`config.mk`:
```
export PLATFORM = sky130hd
export DESIGN_NAME = tt_pipelined_alu_acc
export DESIGN_NICKNAME = d
export VERILOG_FILES = /design/src/rtl/tt_pipelined_alu_acc.sv
export SDC_FILE = /design/constraint.sdc
export NUM_CORES = 1
export LEC_CHECK = 0
export ABC_AREA = 1
export CORE_MARGIN = 2
export CORE_UTILIZATION = 55
export CTS_BUF_LIST = sky130_fd_sc_hd__clkbuf_2
export CTS_CLUSTER_SIZE = 8
export DETAILED_ROUTE_END_ITERATION = 16
export PLACE_DENSITY_LB_ADDON = 0.2
export REMOVE_ABC_BUFFERS = 1
export SETUP_SLACK_MARGIN = 0.15
export SLEW_MARGIN = 20
export SYNTH_ARGS = -nofsm -noshare
export SYNTH_HDL_FRONTEND = slang
export SYNTH_SLANG_ARGS = --single-unit
```
`constraint.sdc`:
```
create_clock -name clk -period 4.9 [get_ports clk]
set_clock_uncertainty 0.15 [all_clocks]
set_input_delay 0.98 -clock clk [delete_from_list [all_inputs] [get_ports clk]]
set_output_delay 0.98 -clock clk [all_outputs]
set_load 0.05 [all_outputs]
```
`src/rtl/tt_pipelined_alu_acc.sv`:
```
// Registered add/sub/accumulate/saturating-add unit with valid/ready on both sides.
// One result register stage, a running accumulator and a delivered-result counter.
module tt_pipelined_alu_acc #(
  parameter int WIDTH  = 8,
  parameter int SAT_EN = 1,
  parameter int CNT_W  = 8
) (
  input  logic             clk,
  input  logic             rst,
  input  logic             in_valid,
  output logic             in_ready,
  input  logic [WIDTH-1:0] in_a,
  input  logic [WIDTH-1:0] in_b,
  input  logic [1:0]       in_mode,
  input  logic             acc_clr,
  output logic             out_valid,
  input  logic             out_ready,
  output logic [WIDTH-1:0] out_data,
  output logic             out_carry,
  output logic             out_ovf,
  output logic             out_sat,
  output logic [WIDTH-1:0] acc_value,
  output logic [CNT_W-1:0] txn_count
);

  localparam logic [1:0] MODE_ADD    = 2'b00;
  localparam logic [1:0] MODE_SUB    = 2'b01;
  localparam logic [1:0] MODE_ACC    = 2'b10;
  localparam logic [1:0] MODE_SATADD = 2'b11;
  localparam int         MSB         = WIDTH - 1;
  localparam logic [CNT_W-1:0] CNT_ONE = CNT_W'(1);

  // Handshake: a transfer happens on a rising edge where valid && ready.
  // The input side may accept whenever the output register is empty or is
  // being drained in the same cycle; a stalled result blocks new operands.
  logic accept;
  logic deliver;

  assign in_ready = rst || !out_valid || out_ready;
  assign accept   = in_valid && in_ready && !rst;
  assign deliver  = out_valid && out_ready;

  logic [WIDTH-1:0] acc_q;
  logic [WIDTH-1:0] acc_base;
  logic [WIDTH:0]   add_sum;
  logic [WIDTH:0]   sub_diff;
  logic [WIDTH:0]   acc_sum;
  logic             add_ovf;
  logic             sub_ovf;
  logic             acc_ovf;

  assign acc_value = acc_q;

  // A clear in the same cycle as an ACC op makes the op start from zero.
  always_comb begin
    acc_base = acc_clr ? '0 : acc_q;
    add_sum  = {1'b0, in_a} + {1'b0, in_b};
    sub_diff = {1'b0, in_a} - {1'b0, in_b};
    acc_sum  = {1'b0, acc_base} + {1'b0, in_a};
    add_ovf  = (in_a[MSB] == in_b[MSB]) && (add_sum[MSB] != in_a[MSB]);
    sub_ovf  = (in_a[MSB] != in_b[MSB]) && (sub_diff[MSB] != in_a[MSB]);
    acc_ovf  = (acc_base[MSB] == in_a[MSB]) && (acc_sum[MSB] != acc_base[MSB]);
  end

  logic [WIDTH-1:0] res_data;
  logic             res_carry;
  logic             res_ovf;
  logic             res_sat;

  always_comb begin
    res_data  = add_sum[WIDTH-1:0];
    res_carry = add_sum[WIDTH];
    res_ovf   = add_ovf;
    res_sat   = 1'b0;
    case (in_mode)
      MODE_ADD: begin
        res_data  = add_sum[WIDTH-1:0];
        res_carry = add_sum[WIDTH];
        res_ovf   = add_ovf;
      end
      MODE_SUB: begin
        // Bit WIDTH of the zero-extended difference is the unsigned borrow.
        res_data  = sub_diff[WIDTH-1:0];
        res_carry = sub_diff[WIDTH];
        res_ovf   = sub_ovf;
      end
      MODE_ACC: begin
        res_data  = acc_sum[WIDTH-1:0];
        res_carry = acc_sum[WIDTH];
        res_ovf   = acc_ovf;
      end
      MODE_SATADD: begin
        if (SAT_EN != 0) begin
          res_ovf = 1'b0;
          if (add_sum[WIDTH]) begin
            res_data  = '1;
            res_carry = 1'b1;
            res_sat   = 1'b1;
          end
        end
      end
      default: begin
        res_data  = add_sum[WIDTH-1:0];
        res_carry = add_sum[WIDTH];
        res_ovf   = add_ovf;
      end
    endcase
  end

  // Output register: data and flags only change on an accept, so they hold
  // stable through a stall.
  always_ff @(posedge clk) begin
    if (rst) begin
      out_valid <= 1'b0;
      out_data  <= '0;
      out_carry <= 1'b0;
      out_ovf   <= 1'b0;
      out_sat   <= 1'b0;
    end else if (accept) begin
      out_valid <= 1'b1;
      out_data  <= res_data;
      out_carry <= res_carry;
      out_ovf   <= res_ovf;
      out_sat   <= res_sat;
    end else if (deliver) begin
      out_valid <= 1'b0;
    end
  end

  always_ff @(posedge clk) begin
    if (rst) begin
      acc_q <= '0;
    end else if (accept && (in_mode == MODE_ACC)) begin
      acc_q <= acc_sum[WIDTH-1:0];
    end else if (acc_clr) begin
      acc_q <= '0;
    end
  end

  always_ff @(posedge clk) begin
    if (rst) begin
      txn_count <= '0;
    end else if (deliver) begin
      txn_count <= txn_count + CNT_ONE;
    end
  end

endmodule
```
Word-level counts from Yosys, hierarchy flattened:

Cells that the tools add are included.

* reduce and logical (&&, ||, !) cells: 13
* eq/ne operators: 9
* add/subtract/negate cells: 4
* mux-type cells: 10

Operators with widths (number)
* 8-bit one-hot mux with 4 select lines: 1
* 8-bit two-way mux: 3
* 8-bit by 8-bit adder with 9-bit output: 2
* 8-bit by 8-bit subtractor with 9-bit output: 1
* 8-bit by 1-bit adder with 8-bit output (second input constant): 1
* 1-bit one-hot mux with 4 select lines: 2
* 1-bit logical AND: 7
* 2-bit == test (second input constant): 2
* 1-bit two-way mux: 4
* 1-bit inequality test: 4
* 1-bit == test: 2
* 2-bit by 1-bit == test with 1-bit output (second input constant): 1
* 1-bit logical NOT: 2
* 2-bit logical NOT: 1
* 1-bit logical OR: 2
* 2-bit nonzero test: 1

* input bits: 23
* bits in registers: 28
* output and inout bits: 29

Depth between registers and ports, before layout:

Gate-level depths: netlist of run 1.

* depth in word-level cells: 7
* mapped depth: 16
* depth with buffers taken out: 15

Least setup slack after synthesis of run 1:

OpenSTA, ideal clock, no wires.

* path type: input port to flip-flop
* from: input port acc_clr
* to: register out_data[6]
* buffers on the path: 1
* data required time: 4635 ps
* stages: 13
* data arrival time: 2682 ps
* slack: 1953 ps
* cells stage by stage: clkbuf_1 > nor2_1 > ha_1 > inv_1 > fa_1 > o21ai_0 > nand2_1 > nand2_1 > nand2_1 > nand3_1 > nand3_1 > a21oi_1 > nor2_1

* cells in the longest elaborated chain, start to end: 3

Ends and longest elaborated chain
* start, declared: RTL line 15 `input logic acc_clr,`
* 8-bit two-way mux
* 8-bit by 8-bit adder with 9-bit output: RTL line 59 `acc_sum = {1'b0, acc_base} + {1'b0, in_a};`
* 8-bit one-hot mux with 4 select lines: RTL line 75 `case (in_mode)`
* end signal, assigned: RTL line 121 `out_data <= res_data;`
* end, declared: RTL line 18 `output logic [WIDTH-1:0] out_data,`

Every way passes these cells.
A chain may end at the register's enable or synchronous reset.

Final worst setup path of run 1:

* from: input port rst
* to: output port in_ready

* cells in the longest elaborated chain, start to end: 2

Ends and longest elaborated chain
* start, declared: RTL line 9 `input logic rst,`
* 1-bit logical OR (2 in series): RTL line 39 `assign in_ready = rst || !out_valid || out_ready;`
* end, declared: RTL line 11 `output logic in_ready,`

Every way passes these cells.

==> results of run 1 <==
[Yosys cell counts, drive strengths merged]
cell type and count:
nand2 109, inv 70, a21oi 47, nand3 35, nor2 32, ha 29, dfxtp 28, o21ai 13
nand4 8, xor2 7, buf 5, clkbuf 5, nor3 4, fa 3, nand3b 3, o211ai 2
o21bai 2, or2 2, a31oi 1, and3 1, xnor2 1
[state kept, by name, summed over array words and instances, names as in the netlist]
register / cells
acc_value: 8
out_carry: 1
out_data: 8
out_ovf: 1
out_sat: 1
out_valid: 1
txn_count: 8
[cells by family (layout without fill, tap and decap cells)]
family / count (synthesis) / after routing / synth area share
AOI/OAI and AO/OA: 65 / 65 / 0.132
xor gates and xnor gates: 8 / 8 / 0.0274
adders and majority gates: 32 / 32 / 0.165
buffers and inverters: 80 / 127 / 0.126
DFF: 28 / 28 / 0.219
and+or+nand+nor: 194 / 194 / 0.330
[metrics by stage]
stage	total power [mW]	std cells	worst slack, ns	hold WS [ns]	util
final	0.629	506	1.18	0.335	0.711
after floorplan	0.406	397	2.13	0.533	-
after detailed placement	0.486	502	1.19	0.314	0.700
after CTS	0.626	506	1.19	0.340	0.711
after global routing	0.665	506	1.13	0.357	0.711
after global placement	0.481	502	1.18	0.305	0.700
[power by group]
part / total, mW / switching [mW] / internal (mW)
Sequential: 0.245 / 0.00601 / 0.239
Clock: 0.143 / 0.0731 / 0.0702
Combinational: 0.240 / 0.153 / 0.0873
Total: 0.629 / 0.232 / 0.397
[worst max-delay path: cells and delay by family]
family | cells | cell delay [ns]
simple gates | 1 | 0.07
buf+inv | 4 | 1.52
[cell usage in the layout, fill, tap and decap left out]
master	count
nor2_8	1
inv_4	2
o21bai_1	2
nand3b_1	3
or2_0	1
clkbuf_2	3
nand2_1	109
and3_1	1
xnor2_1	1
xor2_1	7
fa_1	3
o211ai_1	2
ha_1	29
a21oi_1	47
inv_1	66
inv_2	2
nor3_4	1
nand4_1	8
nor2_1	31
a31oi_1	1
buf_4	2
or2_2	1
clkdlybuf4s50_1	51
o21ai_0	13
dfxtp_1	28
nand3_1	35
nor3_1	3
bufinv_16	1
[worst max-delay path by stage]
stage               startpoint                       end  slack, ns  cells past startpoint
global route               rst                  in_ready       1.13                      5
finish                     rst                  in_ready       1.18                      5
detailed placement         rst                  in_ready       1.19                      5
floorplan              acc_clr  out_data[6]$_SDFFE_PP0P_       2.13                     12
global placement           rst                  in_ready       1.18                      5
CTS                        rst                  in_ready       1.19                      5
[per-layer routing]
metal,track usage,vias to the layer above,routed length [um]
met4,0.0818,0,98
met5,0,-,0
met2,0.451,114,3110
met3,0.0347,10,466
met1,0.336,1186,2810
li1,-,1392,-
[layout make-up]
type	instances	area share
Sequential cell	28	0.179
Multi-Input combinational cell	299	0.533
Tap cell	52	0.0207
Clock inverter	1	0.00957
Clock buffer	3	0.00479
Timing Repair Buffer	53	0.168
Inverter	70	0.0854
==> qor.yml, run 1 <==
detailed_routing:
  routedWlPerCell_um: 12.8
  wl_um: 6490
  drtPass1Iterations: 6
  ant_nets: 0
  drtIter0Drc: 227
  dr_total_vias: 2702
  drc: 0
  drt-vias-per-instance: 5.34
critical_path:
  cpPeakStageDelay_ns: 0.79
  slowest_stage: "clkdlybuf4s50_1"
  arrival_ns: 2.59
  reg2reg_from: "acc_value[0]$_SDFF_PP0_"
  cp-end-kind: "output port"
  reg2reg_depth: 13
  crit_type: "in2out"
  path_common_cell: "clkdlybuf4s50_1"
  cp.required_ns: 3.77
  rrSetupSlack_ns: 2.38
  worstPathCellList: "clkdlybuf4s50_1 > inv_1 > buf_4 > nand2_1 > clkdlybuf4s50_1"
  crit_path_start_kind: "primary input"
  path_max_fanout: 14
  reg2reg_to: "out_data[6]$_SDFFE_PP0P_"
global_route:
  antenna_found_initial: 0
  grt_max_degree: 17
  grt-ovfl-total: 0
  first_global_vias: 2473
  grt_pass1_wl_um: 11000
  grt_usage: 0.261
floorplan:
  die-height_um: 72.2
  coreArea_mm2: 0.00441
  die_area_mm2: 0.00521
  initial_core_util: 0.579
  placementRows: 24
  pin_count: 52
  die_x_um: 72.2
worst_hold_path:
  hp-class: "reg2reg"
  min_from: "out_data[2]$_SDFFE_PP0P_"
  min_delay_path_depth: 2
  hold_path_end: "out_data[2]$_SDFFE_PP0P_"
power_and_ir_drop:
  leakage_nw: 1.54
  powerDensity_mw_per_mm2: 201
  peakVddDrop_mv: 0.108
synthesis:
  syn-instance-count: 407
  yosysWarnings: 0
  ys_seq_area_frac: 0.219
  yosys.area.top_type_share: 0.219
  ys_seq_elements: 28
  syn-cell-area_mm2: 0.00256
  syn_avg_cell_area_um2: 6.28
  synthDistinctLibCells: 28
  yosys.area.top_type: "dfxtp_1"
  synth_area_leaders: "dfxtp_1 22%, nand2_1 16%, ha_1 14%, inv_1 9.7%, a21oi_1 9.2%"
timing:
  timing.fmax_mhz: 269
  setup_viol: 0
  slew_headroom: 0.564
  post-route-min-period_ns: 3.72
  rsz0062_at_grt: "no"
  fin_crit_sh: 0.759
  slew_violations: 0
  setup_tns_ns: 0
  max_slew.worst_pin.slew_ns: 0.652
  finalHoldViolCount: 0
clock_tree:
  cts_hold_buf: 0
  cts_buffers: 3
  cts_tree: "yes"
  postCtsSetupBuffers: 0
  cts_sinks: 28
  clock_latency_ns: 0.40
  root_buffer: "clkbuf_2"
  cts_resized: 0
  clockBufferDepth: 2
  cts-htree-levels: 1
  clk_pin_slew_worst_paths_ns: 0.24
placed_design:
  dpl.hpwl_um: 5330
  place_congestion: 0.912
  port-buffer-count: 51
  post_dp_cell_area_mm2: 0.00309
layout:
  nFillCells: 406
  design_area_mm2: 0.00314
  area_delta_synth_final_pct: 22.7
  num_antenna_cells: 0
  ff_latch_area_um2: 561
  multiInputGateArea_mm2: 0.00167
  drive_gt1_frac: 0.0286
  nets: 510
job:
  maxCapViolCount: 0
run_status:
  status: "finished clean"
(Power assumes the default switching activity.)
==> inputs of run 2 (changes only) <==
- CORE_UTILIZATION: 55 -> 54
- clock period: 4.9 -> 3.7 ns (I/O delays scaled with it)
==> qor.yml, run 2 (synthesis gave the netlist of run 1 again) <==
layout:
  num_antenna_cells: 0  # unchanged
  nFillCells: 416  # +2.5%
  ff_latch_area_um2: 561  # unchanged
  fin_util: 0.682  # -0.0287
  drive_gt1_frac: 0.0330  # +0.00433
  nets: 511  # +0.20%
  instances_no_fill: 509  # +0.59%
  layout_commonest_cell: "nand2_1"
  area_delta_synth_final_pct: 23.5
  final_cell_mix: "109 x nand2_1, 66 x inv_1, 50 x clkdlybuf4s50_1"
  multiInputGateArea_mm2: 0.00167  # unchanged
detailed_routing:
  ant_nets: 0  # unchanged
  drtIter0Drc: 219  # -3.5%
  drtPass1Iterations: 5  # -1
  routedWlPerCell_um: 13.0  # +1.2%
  wl_um: 6610  # +1.8%
  drt-vias-per-instance: 5.19  # -2.8%
  dr_total_vias: 2643  # -2.2%
  drc: 0  # unchanged
global_route:
  first_global_vias: 2452  # -0.85%
  antenna_found_initial: 0  # unchanged
  grt_usage: 0.260  # -0.000624
  grt_pass1_wl_um: 10900  # -0.38%
  grt-ovfl-total: 0  # unchanged
  grt_max_degree: 17  # unchanged
clock_tree:
  clk_pin_slew_worst_paths_ns: 0.29  # +0.05 ns
  clockBufferDepth: 2  # unchanged
  root_buffer: "clkbuf_2"
  cts_resized: 0  # unchanged
  cts-htree-levels: 1  # unchanged
  cts_sinks: 28  # unchanged
  cts_buffers: 3  # unchanged
  cts_hold_buf: 0  # unchanged
  clock_latency_ns: 0.38  # -0.02 ns
  postCtsSetupBuffers: 0  # unchanged
  cts_tree: "yes"
power_and_ir_drop:
  pwr-share-comb: 0.382  # about the same
  clkPwrFrac: 0.227  # about the same
  seq_power_share: 0.392  # +0.002
  powerDensity_mw_per_mm2: 264  # +32%
  peakVddDrop_mv: 0.179  # +66%
  p_sw_frac: 0.367  # -0.00202
  leakage_nw: 1.55  # +0.73%
  p_int_uw: 527  # +33%
  switchingPower_uw: 306  # +32%
timing:
  rsz0062_at_grt: "no"
  timing.fmax_mhz: 325
  post-route-min-period_ns: 3.08
  fin_crit_sh: 0.832
  slew_headroom: 0.662  # +0.0977
  setup_tns_ns: 0  # unchanged
  slew_violations: 0  # unchanged
  finalHoldViolCount: 0  # unchanged
  finalWorstSetupSlack_ns: 0.621  # -0.561 ns
  hold_ws_ns: 0.335  # +0.0000940 ns
  setup_viol: 0  # unchanged
  max_slew.worst_pin.slew_ns: 0.506  # -0.146 ns
floorplan:
  die-height_um: 72.8  # +0.87%
  pin_count: 52  # unchanged
  placementRows: 25  # +4.2%
  die_x_um: 72.8  # +0.87%
  die_area_mm2: 0.00530  # +1.7%
  initial_core_util: 0.552  # -0.0269
  coreArea_mm2: 0.00463  # +4.9%
run_status:
  status: "finished clean"
critical_path:
  crit_path_start_kind: "primary input"
  arrival_ns: 2.19  # -0.40 ns
  crit_type: "in2out"
  cp.required_ns: 2.81  # -0.96 ns
  path_max_fanout: 14  # unchanged
  cp-end-kind: "output port"
  rrSetupSlack_ns: 1.31  # -1.07 ns
placed_design:
  port-buffer-count: 51  # unchanged
  place_congestion: 0.909  # -0.34%
  pre_cts_ws_ns: 0.338  # -0.850 ns
  dpl.hpwl_um: 5410  # +1.6%
  placed_cells: 505  # +0.60%
worst_hold_path:
  hp-class: "reg2reg"
job:
  maxCapViolCount: 0  # unchanged
[run 2: layout make-up]
type,count,share of cell area
multi-input cells,299,0.530
clock buffers,3,0.00476
flip-flops and latches,28,0.178
repair buffers,54,0.172
clock inverters,1,0.00951
well taps,54,0.0214
inverters,70,0.0848
[run 2: through the flow]
step	instance area [um2]	total power [mW]
6_report	3160	0.833
3_5_place_dp	3110	0.646
4_1_cts	3160	0.834
5_1_grt	3160	0.881
3_3_place_gp	3110	0.641
2_1_floorplan	2500	0.538
[run 2: worst max-delay path, cell delays in order]
cell,delay [ns]
clkdlybuf4s50_1,0.74
inv_1,0.34
nand2_1,0.21
buf_12,0.15
[run 2: worst paths after layout]
| check | from | end | depth (start not counted) |
|---|---|---|---|
| min | txn_count[7]$_SDFFE_PP0P_ | txn_count[7]$_SDFFE_PP0P_ | 2 |
| max reg2reg | acc_value[0]$_SDFF_PP0_ | out_data[6]$_SDFFE_PP0P_ | 13 |
| max | rst | in_ready | 4 |
| min reg2reg | txn_count[7]$_SDFFE_PP0P_ | txn_count[7]$_SDFFE_PP0P_ | 2 |
[run 2: power groups by stage]
stage / logic [mW] / clock network, mW / registers (mW)
2_1_floorplan: 0.160 / 0 / 0.378
3_3_place_gp: 0.310 / 0 / 0.331
3_5_place_dp: 0.314 / 0 / 0.332
4_1_cts: 0.316 / 0.192 / 0.326
5_1_grt: 0.350 / 0.202 / 0.329
6_report: 0.318 / 0.189 / 0.326
[run 2: routing by layer]
metal / GRT usage / vias to the layer above / part of all wire / wire length, um
met1: 0.349 / 1166 / 0.46 / 3030
met4: 0.0473 / 0 / 0.014 / 93
met2: 0.448 / 77 / 0.47 / 3120
met3: 0.0373 / 8 / 0.055 / 363
met5: 0 / - / 0 / 0
li1: - / 1392 / - / -
